--- config.mk ---
export PLATFORM = sky130hd
export DESIGN_NAME = mcycle_alu
export DESIGN_NICKNAME = d
export VERILOG_FILES = /design/src/rtl/mcycle_alu.sv
export SDC_FILE = /design/constraint.sdc
export NUM_CORES = 1
export LEC_CHECK = 0
export ABC_AREA = 1
export CORE_MARGIN = 5
export CORE_UTILIZATION = 58
export DETAILED_ROUTE_END_ITERATION = 10
export PLACE_DENSITY = 0.86
export SLEW_MARGIN = 5
export SYNTH_ARGS = -nofsm -noshare
export SYNTH_HDL_FRONTEND = slang
export SYNTH_SLANG_ARGS = --single-unit
--- constraint.sdc ---
create_clock -name CLK -period 4.2 [get_ports CLK]
set_clock_uncertainty 0.05 [all_clocks]
set_input_delay 0.84 -clock CLK [delete_from_list [all_inputs] [get_ports CLK]]
set_output_delay 0.84 -clock CLK [all_outputs]
set_load 0.05 [all_outputs]
--- src/rtl/mcycle_alu.sv ---
// Iterative multiply (shift-add) / divide (restoring) unit with Start/Busy/Done handshake.
// Optional MCYCLE_SIGNED_EN enables signed operation via MCycleOp[1].
module mcycle_alu #(
  parameter int WIDTH = 32
) (
  input  logic             CLK,
  input  logic             RESET,
  input  logic             Start,
  input  logic [1:0]       MCycleOp,
  input  logic [WIDTH-1:0] Operand1,
  input  logic [WIDTH-1:0] Operand2,
  output logic [WIDTH-1:0] Result1,
  output logic [WIDTH-1:0] Result2,
  output logic             Busy,
  output logic             Done,
  output logic [1:0]       ResultFlags
);

  localparam int CW = $clog2(WIDTH);
  localparam logic [CW-1:0] LAST = CW'(WIDTH - 1);

  typedef enum logic [1:0] {IDLE, RUN, DONE} state_t;

  state_t             state, state_n;
  logic [CW-1:0]      cnt;
  logic               div_q;
  logic [WIDTH-1:0]   m_q, hi, lo;
  logic               accept, last;
  logic [WIDTH:0]     mul_sum, div_sh, div_diff;
  logic [WIDTH-1:0]   hi_n, lo_n, mag1, mag2, quo, rem, res1, res2;
  logic [2*WIDTH-1:0] prod;

`ifdef MCYCLE_SIGNED_EN
  logic s1, s2, neg_d, rem_neg_d, neg_q, rem_neg_q;

  always_comb begin
    s1   = MCycleOp[1] & Operand1[WIDTH-1];
    s2   = MCycleOp[1] & Operand2[WIDTH-1];
    mag1 = s1 ? -Operand1 : Operand1;
    mag2 = s2 ? -Operand2 : Operand2;
    // Divide by zero keeps the all-ones quotient un-negated; the remainder
    // fixup then restores the latched dividend from its magnitude.
    neg_d     = MCycleOp[0] ? ((s1 ^ s2) & (|Operand2)) : (s1 ^ s2);
    rem_neg_d = MCycleOp[0] & s1;
  end
`else
  logic unused_sign;
  assign unused_sign = MCycleOp[1];

  always_comb begin
    mag1 = Operand1;
    mag2 = Operand2;
  end
`endif

  always_ff @(posedge CLK) begin
    if (RESET) state <= IDLE;
    else       state <= state_n;
  end

  always_comb begin
    state_n = state;
    Busy    = 1'b0;
    Done    = 1'b0;
    accept  = 1'b0;
    last    = (cnt == LAST);
    case (state)
      IDLE: begin
        accept = Start;
        if (Start) state_n = RUN;
      end
      RUN: begin
        Busy = 1'b1;
        if (last) state_n = DONE;
      end
      DONE: begin
        Done    = 1'b1;
        accept  = Start;
        state_n = Start ? RUN : IDLE;
      end
      default: state_n = IDLE;
    endcase
  end

  // One iteration: hi/lo hold partial product or remainder/quotient.
  always_comb begin
    mul_sum  = {1'b0, hi} + (lo[0] ? {1'b0, m_q} : '0);
    div_sh   = {hi, lo[WIDTH-1]};
    div_diff = div_sh - {1'b0, m_q};
    if (div_q) begin
      if (!div_diff[WIDTH]) begin
        hi_n = div_diff[WIDTH-1:0];
        lo_n = {lo[WIDTH-2:0], 1'b1};
      end else begin
        hi_n = div_sh[WIDTH-1:0];
        lo_n = {lo[WIDTH-2:0], 1'b0};
      end
    end else begin
      hi_n = mul_sum[WIDTH:1];
      lo_n = {mul_sum[0], lo[WIDTH-1:1]};
    end
  end

  always_comb begin
    prod = {hi_n, lo_n};
    quo  = lo_n;
    rem  = hi_n;
`ifdef MCYCLE_SIGNED_EN
    if (neg_q) begin
      prod = -prod;
      quo  = -quo;
    end
    if (rem_neg_q) rem = -rem;
`endif
    res1 = div_q ? quo : prod[WIDTH-1:0];
    res2 = div_q ? rem : prod[2*WIDTH-1:WIDTH];
  end

  always_ff @(posedge CLK) begin
    if (RESET) begin
      cnt         <= '0;
      div_q       <= 1'b0;
      m_q         <= '0;
      hi          <= '0;
      lo          <= '0;
      Result1     <= '0;
      Result2     <= '0;
      ResultFlags <= 2'b01;
`ifdef MCYCLE_SIGNED_EN
      neg_q       <= 1'b0;
      rem_neg_q   <= 1'b0;
`endif
    end else if (accept) begin
      cnt   <= '0;
      div_q <= MCycleOp[0];
      hi    <= '0;
      m_q   <= MCycleOp[0] ? mag2 : mag1;
      lo    <= MCycleOp[0] ? mag1 : mag2;
`ifdef MCYCLE_SIGNED_EN
      neg_q     <= neg_d;
      rem_neg_q <= rem_neg_d;
`endif
    end else if (state == RUN) begin
      hi  <= hi_n;
      lo  <= lo_n;
      cnt <= last ? '0 : cnt + 1'b1;
      if (last) begin
        Result1     <= res1;
        Result2     <= res2;
        ResultFlags <= {res1[WIDTH-1], res1 == '0};
      end
    end
  end

endmodule

# Word level (Yosys, flattened, before mapping)
# Cells that the tools add are included.
dict set report op_classes {
  addsub 3
  n_eq_ne 5
  n_mux 17
  bitwise 1
  n_reduce_logical 7
}
# operator n
set ops {}
lappend ops {{2-to-1 mux 32 bit} 8}
lappend ops {{adder 32 x 32 -> 33 bit} 1}
lappend ops {{subtractor 33 x 32 -> 33 bit} 1}
lappend ops {{zero test 32 bit} 1}
lappend ops {{one-hot mux 2 bit (3 select lines)} 1}
lappend ops {{adder 5 x 1 -> 5 bit, second input constant} 1}
lappend ops {{== test 5 bit, second input constant} 1}
lappend ops {{2-to-1 mux 1 bit} 5}
lappend ops {{2-to-1 mux 5 bit} 1}
lappend ops {{2-to-1 mux 2 bit} 2}
lappend ops {{!= test 2 bit, second input constant} 2}
lappend ops {{OR reduction 2 bit} 2}
lappend ops {{AND reduction 3 bit} 1}
lappend ops {{== test 2 x 1 -> 1 bit, second input constant} 1}
lappend ops {{== test 2 bit, second input constant} 1}
lappend ops {{zero test 2 bit} 1}
lappend ops {{AND reduction 2 bit} 1}
lappend ops {{nonzero test 2 bit} 1}
lappend ops {{inverter 1 bit} 1}
dict set report totals {
  regBits 170
  in_bits 69
  out_inout_bits 68
  word_cells 42
}

# Depth between registers and ports, before layout
dict set report depth {
  ltp_word 5
  depth_mapped 22
  depth_no_buf 20
}

# Worst setup path after synthesis
# Ideal clock, no wire load.
dict set report synth_timing {
  path_type {flip-flop to flip-flop}
  startpoint {register lo[0]}
  endpoint {register hi[27]}
  setup_ns 0.109
  arrival_time_ns 2.390
  required_time_ns 4.041
  slack_ns 1.651
  path_stages_with_launch 22
  path_buffers 2
  synth_period_minus_slack_ns 2.549
  cell_sequence {dfxtp_1 -> clkbuf_1 -> clkbuf_1 -> nand2_1 -> inv_1 -> ha_1 -> inv_1 -> fa_1 -> inv_1 -> nand3_1 -> nand2_1 -> nand2_1 -> nand2_1 -> nand2_1 -> nand2_1 -> nand3_1 -> nand2_1 -> nand2_1 -> nand3_1 -> nand3_1 -> nand2_1 -> inv_1}
}
dict set report synth_via {
  elab_chain_len 3
}
# item line_no
set synth_rtl {}
lappend synth_rtl {{from (decl)} 27} ;# logic [WIDTH-1:0] m_q, hi, lo;
lappend synth_rtl {{from (signal assigned)} 138} ;# lo <= MCycleOp[0] ? mag1 : mag2;
lappend synth_rtl {{from (signal assigned)} 145} ;# lo <= lo_n;
lappend synth_rtl {{2-to-1 mux 32 bit} 87} ;# mul_sum = {1'b0, hi} + (lo[0] ? {1'b0, m_q} : '0);
lappend synth_rtl {{adder 32 x 32 -> 33 bit} 87}
lappend synth_rtl {{2-to-1 mux 32 bit} 90} ;# if (div_q) begin
lappend synth_rtl {{to (signal assigned)} 144} ;# hi <= hi_n;
lappend synth_rtl {{to (decl)} 27}
# No other way between the ends.
# A chain may end at the register's enable or synchronous reset.

# Worst setup path after layout
dict set report layout_timing {
  startpoint {register lo[31]}
  endpoint {register ResultFlags[0]}
}
dict set report layout_via {
  elab_chain_len 4
}
# item line_no
set layout_rtl {}
lappend layout_rtl {{subtractor 33 x 32 -> 33 bit} 89} ;# div_diff = div_sh - {1'b0, m_q};
lappend layout_rtl {{2-to-1 mux 1 bit} 91} ;# if (!div_diff[WIDTH]) begin
lappend layout_rtl {{2-to-1 mux 32 bit (*)} 90}
lappend layout_rtl {{zero test 32 bit (*)} 150} ;# ResultFlags <= {res1[WIDTH-1], res1 == '0};
lappend layout_rtl {{to (signal assigned)} 150}
lappend layout_rtl {{to (decl)} 16} ;# output logic [1:0] ResultFlags
# Mark *: on every way between the ends. The rest lies on a longest branch, timed or not.

==> out/summary.md <==
• **outcome** finished, final reports clean
• **EDFF count, synth** 0
• **number of failing hold endpoints at the final stage** 0
• **Psw** 2110 uW
• **ANT cells** 0
• **nature of the critical path endpoint** flop
• **CP peak stage delay** 0.42 ns
• **vias per cell** 5.72
• **die outline height** 162 um
• **Die ar.** 0.0261 mm^2
• **Post-CTS Repair Setup Buffers** 0
• **Worst path top cell family by delay** simple AND/OR/NAND/NOR gates
• **Gate power share** 0.351
• **post-synthesis to final-layout area growth** 15.4%
• **Setup Total Neg Slack** 0 ns
• **DRT Wirelength** 44.9 mm
• **relative max-transition margin** 0.312
• **predominant post-synthesis flop cell** sky130_fd_sc_hd__dfxtp_1
• **ports placed on the boundary** 137
• **post-DP HPWL** 34.7 mm
• **worst hold path depth** 2
• **number of DRC violations after detailed routing** 0
• **share of power burned in registers** 0.336
• **Root Driver** sky130_fd_sc_hd__clkbuf_16
• **crit-path cells** inv_1 > ha_1 > fa_1 > inv_1 > nand2_1 > nand2_1 > nand3_1 > nand2_2 > nand2_2 > nand2_2 > nand2_4 > nand3_2 > nand3_1 > o21ai_0 > o21ai_0
• **number of maximum-capacitance violations** 0
• **area after detailed placement** 0.0148 mm^2
• **post-layout net count** 2447
• **via count** 14900
• **Pint** 3050 uW
• **leading cell type in the layout, fill and taps excluded** sky130_fd_sc_hd__nand2_1
• **slew at the pin with the worst max-slew slack** 1.03 ns
• **clock network fraction of design power** 0.313
• **class of the tightest hold or removal check** flop to flop
• **gate count after technology mapping** 2231
• **PnR worst setup slack** 0.956 ns
• **initial DRC count** 1555
• **CTS tree** yes
• **final setup fails** 0
• **post-cts hold buffer count** 0
• **starting density of the core** 0.589
• **cell row count** 55
• **vias in the first global route** 13800
• **RSZ-0062 raised after global routing** false
• **Slew Limit Fails** 0
• **Synth cell types** 41
• **Sinks on Clock Net** 169
• **post-synthesis async set-or-reset flop share** 0
• **Wirelength per Cell** 17.2 um
• **fin crit share** 0.772
• **Design Power** 5150 uW
• **top fanout value on the critical path** 16
• **worst-case register-to-register setup slack** 0.96 ns
• **Worst R2R Start** lo[31]
• **Reg clk slew, reported paths** 0.08 ns
• **global-route wire length before repair** 71.0 mm
• **Post-Synthesis Net Count** 2368
• **CTS Buf Count** 17
• **number of levels in the clock H-tree** 4
• **highest clock frequency the design can meet** 0.308 GHz
• **signal arrival time at the worst endpoint** 3.50 ns
• **Core Region** 0.0226 mm^2
• **antenna violations before repair** 0
• **summed instance area of the synthesized netlist** 0.0133 mm^2
• **Max Root-Sink Buffers** 2
• **horizontal die dimension** 162 um
• **gpl congestion** 0.941
• **post-placement setup slack** 1.01 ns
• **leak pwr** 0.00786 uW
• **pin count of the biggest net entering global routing** 83
• **most frequent cells in the layout** sky130_fd_sc_hd__nand2_1, sky130_fd_sc_hd__inv_1, sky130_fd_sc_hd__nor2_1
• **Max stage delay cell, worst path** sky130_fd_sc_hd__fa_1
• **average cell area after synthesis** 5.98 um^2
• **power per cell area** 335 mW/mm^2
• **endpoint required time on the critical path** 4.46 ns
• **FF-to-FF End** ResultFlags[0]
• **worst hold endpoint** Result1[6]
• **number of nets with antenna violations after routing** 0
• **largest vdd supply drop** 296 uV
• **number of synthesized register bits** 169
• **Switching Fraction** 0.409
• **cell area after layout** 0.0154 mm^2
• **sequential area share after synthesis** 0.254
• **global router's overall resource usage** 0.336
• **beginning of the worst hold path** Result1[6]
• **length in cells of the worst reg-to-reg path** 15
• **final critical-path required period** 3.24 ns
• **cell occurring most often along the worst timing path** sky130_fd_sc_hd__nand2_2
• **Pre-antenna DRT Iters** 6
• **nature of the critical path startpoint** flop
• **quantity of I/O buffers inserted on ports** 135
• **critical path type** flop to flop
• **Skew-Pair Late Insertion Delay** 0.45 ns
• **number of gates resized after cts** 0
• **total overflow reported by the global router** 0
• **Ys Warns** 0
• **share of layout cells above drive strength 1** 0.0555
• **number of buffers and inverters on the critical path** 2
-- state kept, by name (all words and copies together), names as in the netlist --
name,cells
lo,32
m_q,32
state,2
hi,32
div_q,1
ResultFlags,1
Result2,32
Result1,32
cnt,5
-- how the worst max path moves through the flow --
stage                start             end  slack, ns  cells after the start
floorplan            lo[0]          hi[27]       1.65                     21
global placement    lo[31]  ResultFlags[0]       1.10                     15
detailed placement  lo[31]  ResultFlags[0]       1.01                     15
CTS                 lo[31]  ResultFlags[0]       1.02                     15
global route         lo[0]     Result2[31]       0.86                     21
finish              lo[31]  ResultFlags[0]       0.96                     15
-- through the flow --
stage                     instances  hold slack [ns]   util
after floorplan                2231            0.395      -
after global placement         2576            0.402  0.654
after detailed placement       2576            0.403  0.654
after CTS                      2608            0.422  0.679
after global routing           2608            0.450  0.679
final                          2608            0.419  0.679
-- per-layer routing --
| metal | vias to the layer above | track usage | wire length, um |
|---|---|---|---|
| met5 | - | 0 | 0 |
| met4 | 0 | 0.136 | 1840 |
| met3 | 103 | 0.0579 | 4430 |
| met2 | 745 | 0.535 | 19700 |
| met1 | 6750 | 0.455 | 19000 |
| li1 | 7328 | - | - |
-- cell type report --
class	instances	area [um^2]
timing repair buffer	152	1490
sequential	169	3380
inverter	388	1460
tap	285	357
multi-input combinational	1582	8110
clock inverter	15	158
fill	2088	7260
clock buffer	17	425
-- power groups by stage --
| stage | Sequential (uW) | Combinational [uW] | Clock (uW) |
|---|---|---|---|
| 2_1_floorplan | 1750 | 1310 | 0 |
| 3_3_place_gp | 1760 | 1720 | 0 |
| 3_5_place_dp | 1770 | 1750 | 0 |
| 4_1_cts | 1730 | 1760 | 1610 |
| 5_1_grt | 1740 | 1990 | 1680 |
| 6_report | 1730 | 1810 | 1610 |
-- Yosys cell counts (3+ instances only) --
cell / n / area [um^2]
sky130_fd_sc_hd__buf_2: 17 / 85.1
sky130_fd_sc_hd__a21oi_1: 130 / 651
sky130_fd_sc_hd__inv_1: 376 / 1410
sky130_fd_sc_hd__nand3_2: 11 / 110
sky130_fd_sc_hd__nand3b_1: 18 / 135
sky130_fd_sc_hd__xnor2_1: 6 / 52.6
sky130_fd_sc_hd__o32ai_1: 30 / 263
sky130_fd_sc_hd__nor3_1: 16 / 80.1
sky130_fd_sc_hd__nand4_1: 23 / 144
sky130_fd_sc_hd__nand3_1: 194 / 971
sky130_fd_sc_hd__a21o_1: 6 / 45.0
sky130_fd_sc_hd__nand2_1: 545 / 2050
sky130_fd_sc_hd__nand2_2: 10 / 62.6
sky130_fd_sc_hd__o21a_1: 37 / 278
sky130_fd_sc_hd__clkbuf_1: 66 / 248
sky130_fd_sc_hd__nor4_1: 3 / 18.8
sky130_fd_sc_hd__buf_1: 5 / 18.8
sky130_fd_sc_hd__xor2_1: 4 / 35.0
sky130_fd_sc_hd__ha_1: 66 / 826
sky130_fd_sc_hd__and2_1: 6 / 37.5
sky130_fd_sc_hd__inv_2: 11 / 41.3
sky130_fd_sc_hd__nor2_1: 234 / 878
sky130_fd_sc_hd__o21ai_0: 167 / 836
sky130_fd_sc_hd__o22ai_1: 21 / 131
sky130_fd_sc_hd__dfxtp_1: 169 / 3380
sky130_fd_sc_hd__or2_2: 18 / 113
sky130_fd_sc_hd__o21bai_1: 10 / 75.1
sky130_fd_sc_hd__nand2_4: 14 / 158
-- cells by family (layout without fill, tap and decap cells) --
family / after synthesis / count (layout) / share of synthesized area
AND/OR/NAND/NOR: 1096 / 1096 / 0.360
flip-flops: 169 / 169 / 0.254
AO/OA/AOI/OAI: 408 / 408 / 0.176
XOR/XNOR: 10 / 10 / 0.00657
buffers and inverters: 480 / 572 / 0.139
adder cells (fa/ha/maj): 68 / 68 / 0.0649
-- tightest hold or removal path, stage by stage (launching register included) --
cell and delay, ns:
sky130_fd_sc_hd__dfxtp_1 0.32, sky130_fd_sc_hd__nand2_1 0.06, sky130_fd_sc_hd__a21oi_1 0.05
(Power assumes the default switching activity.)
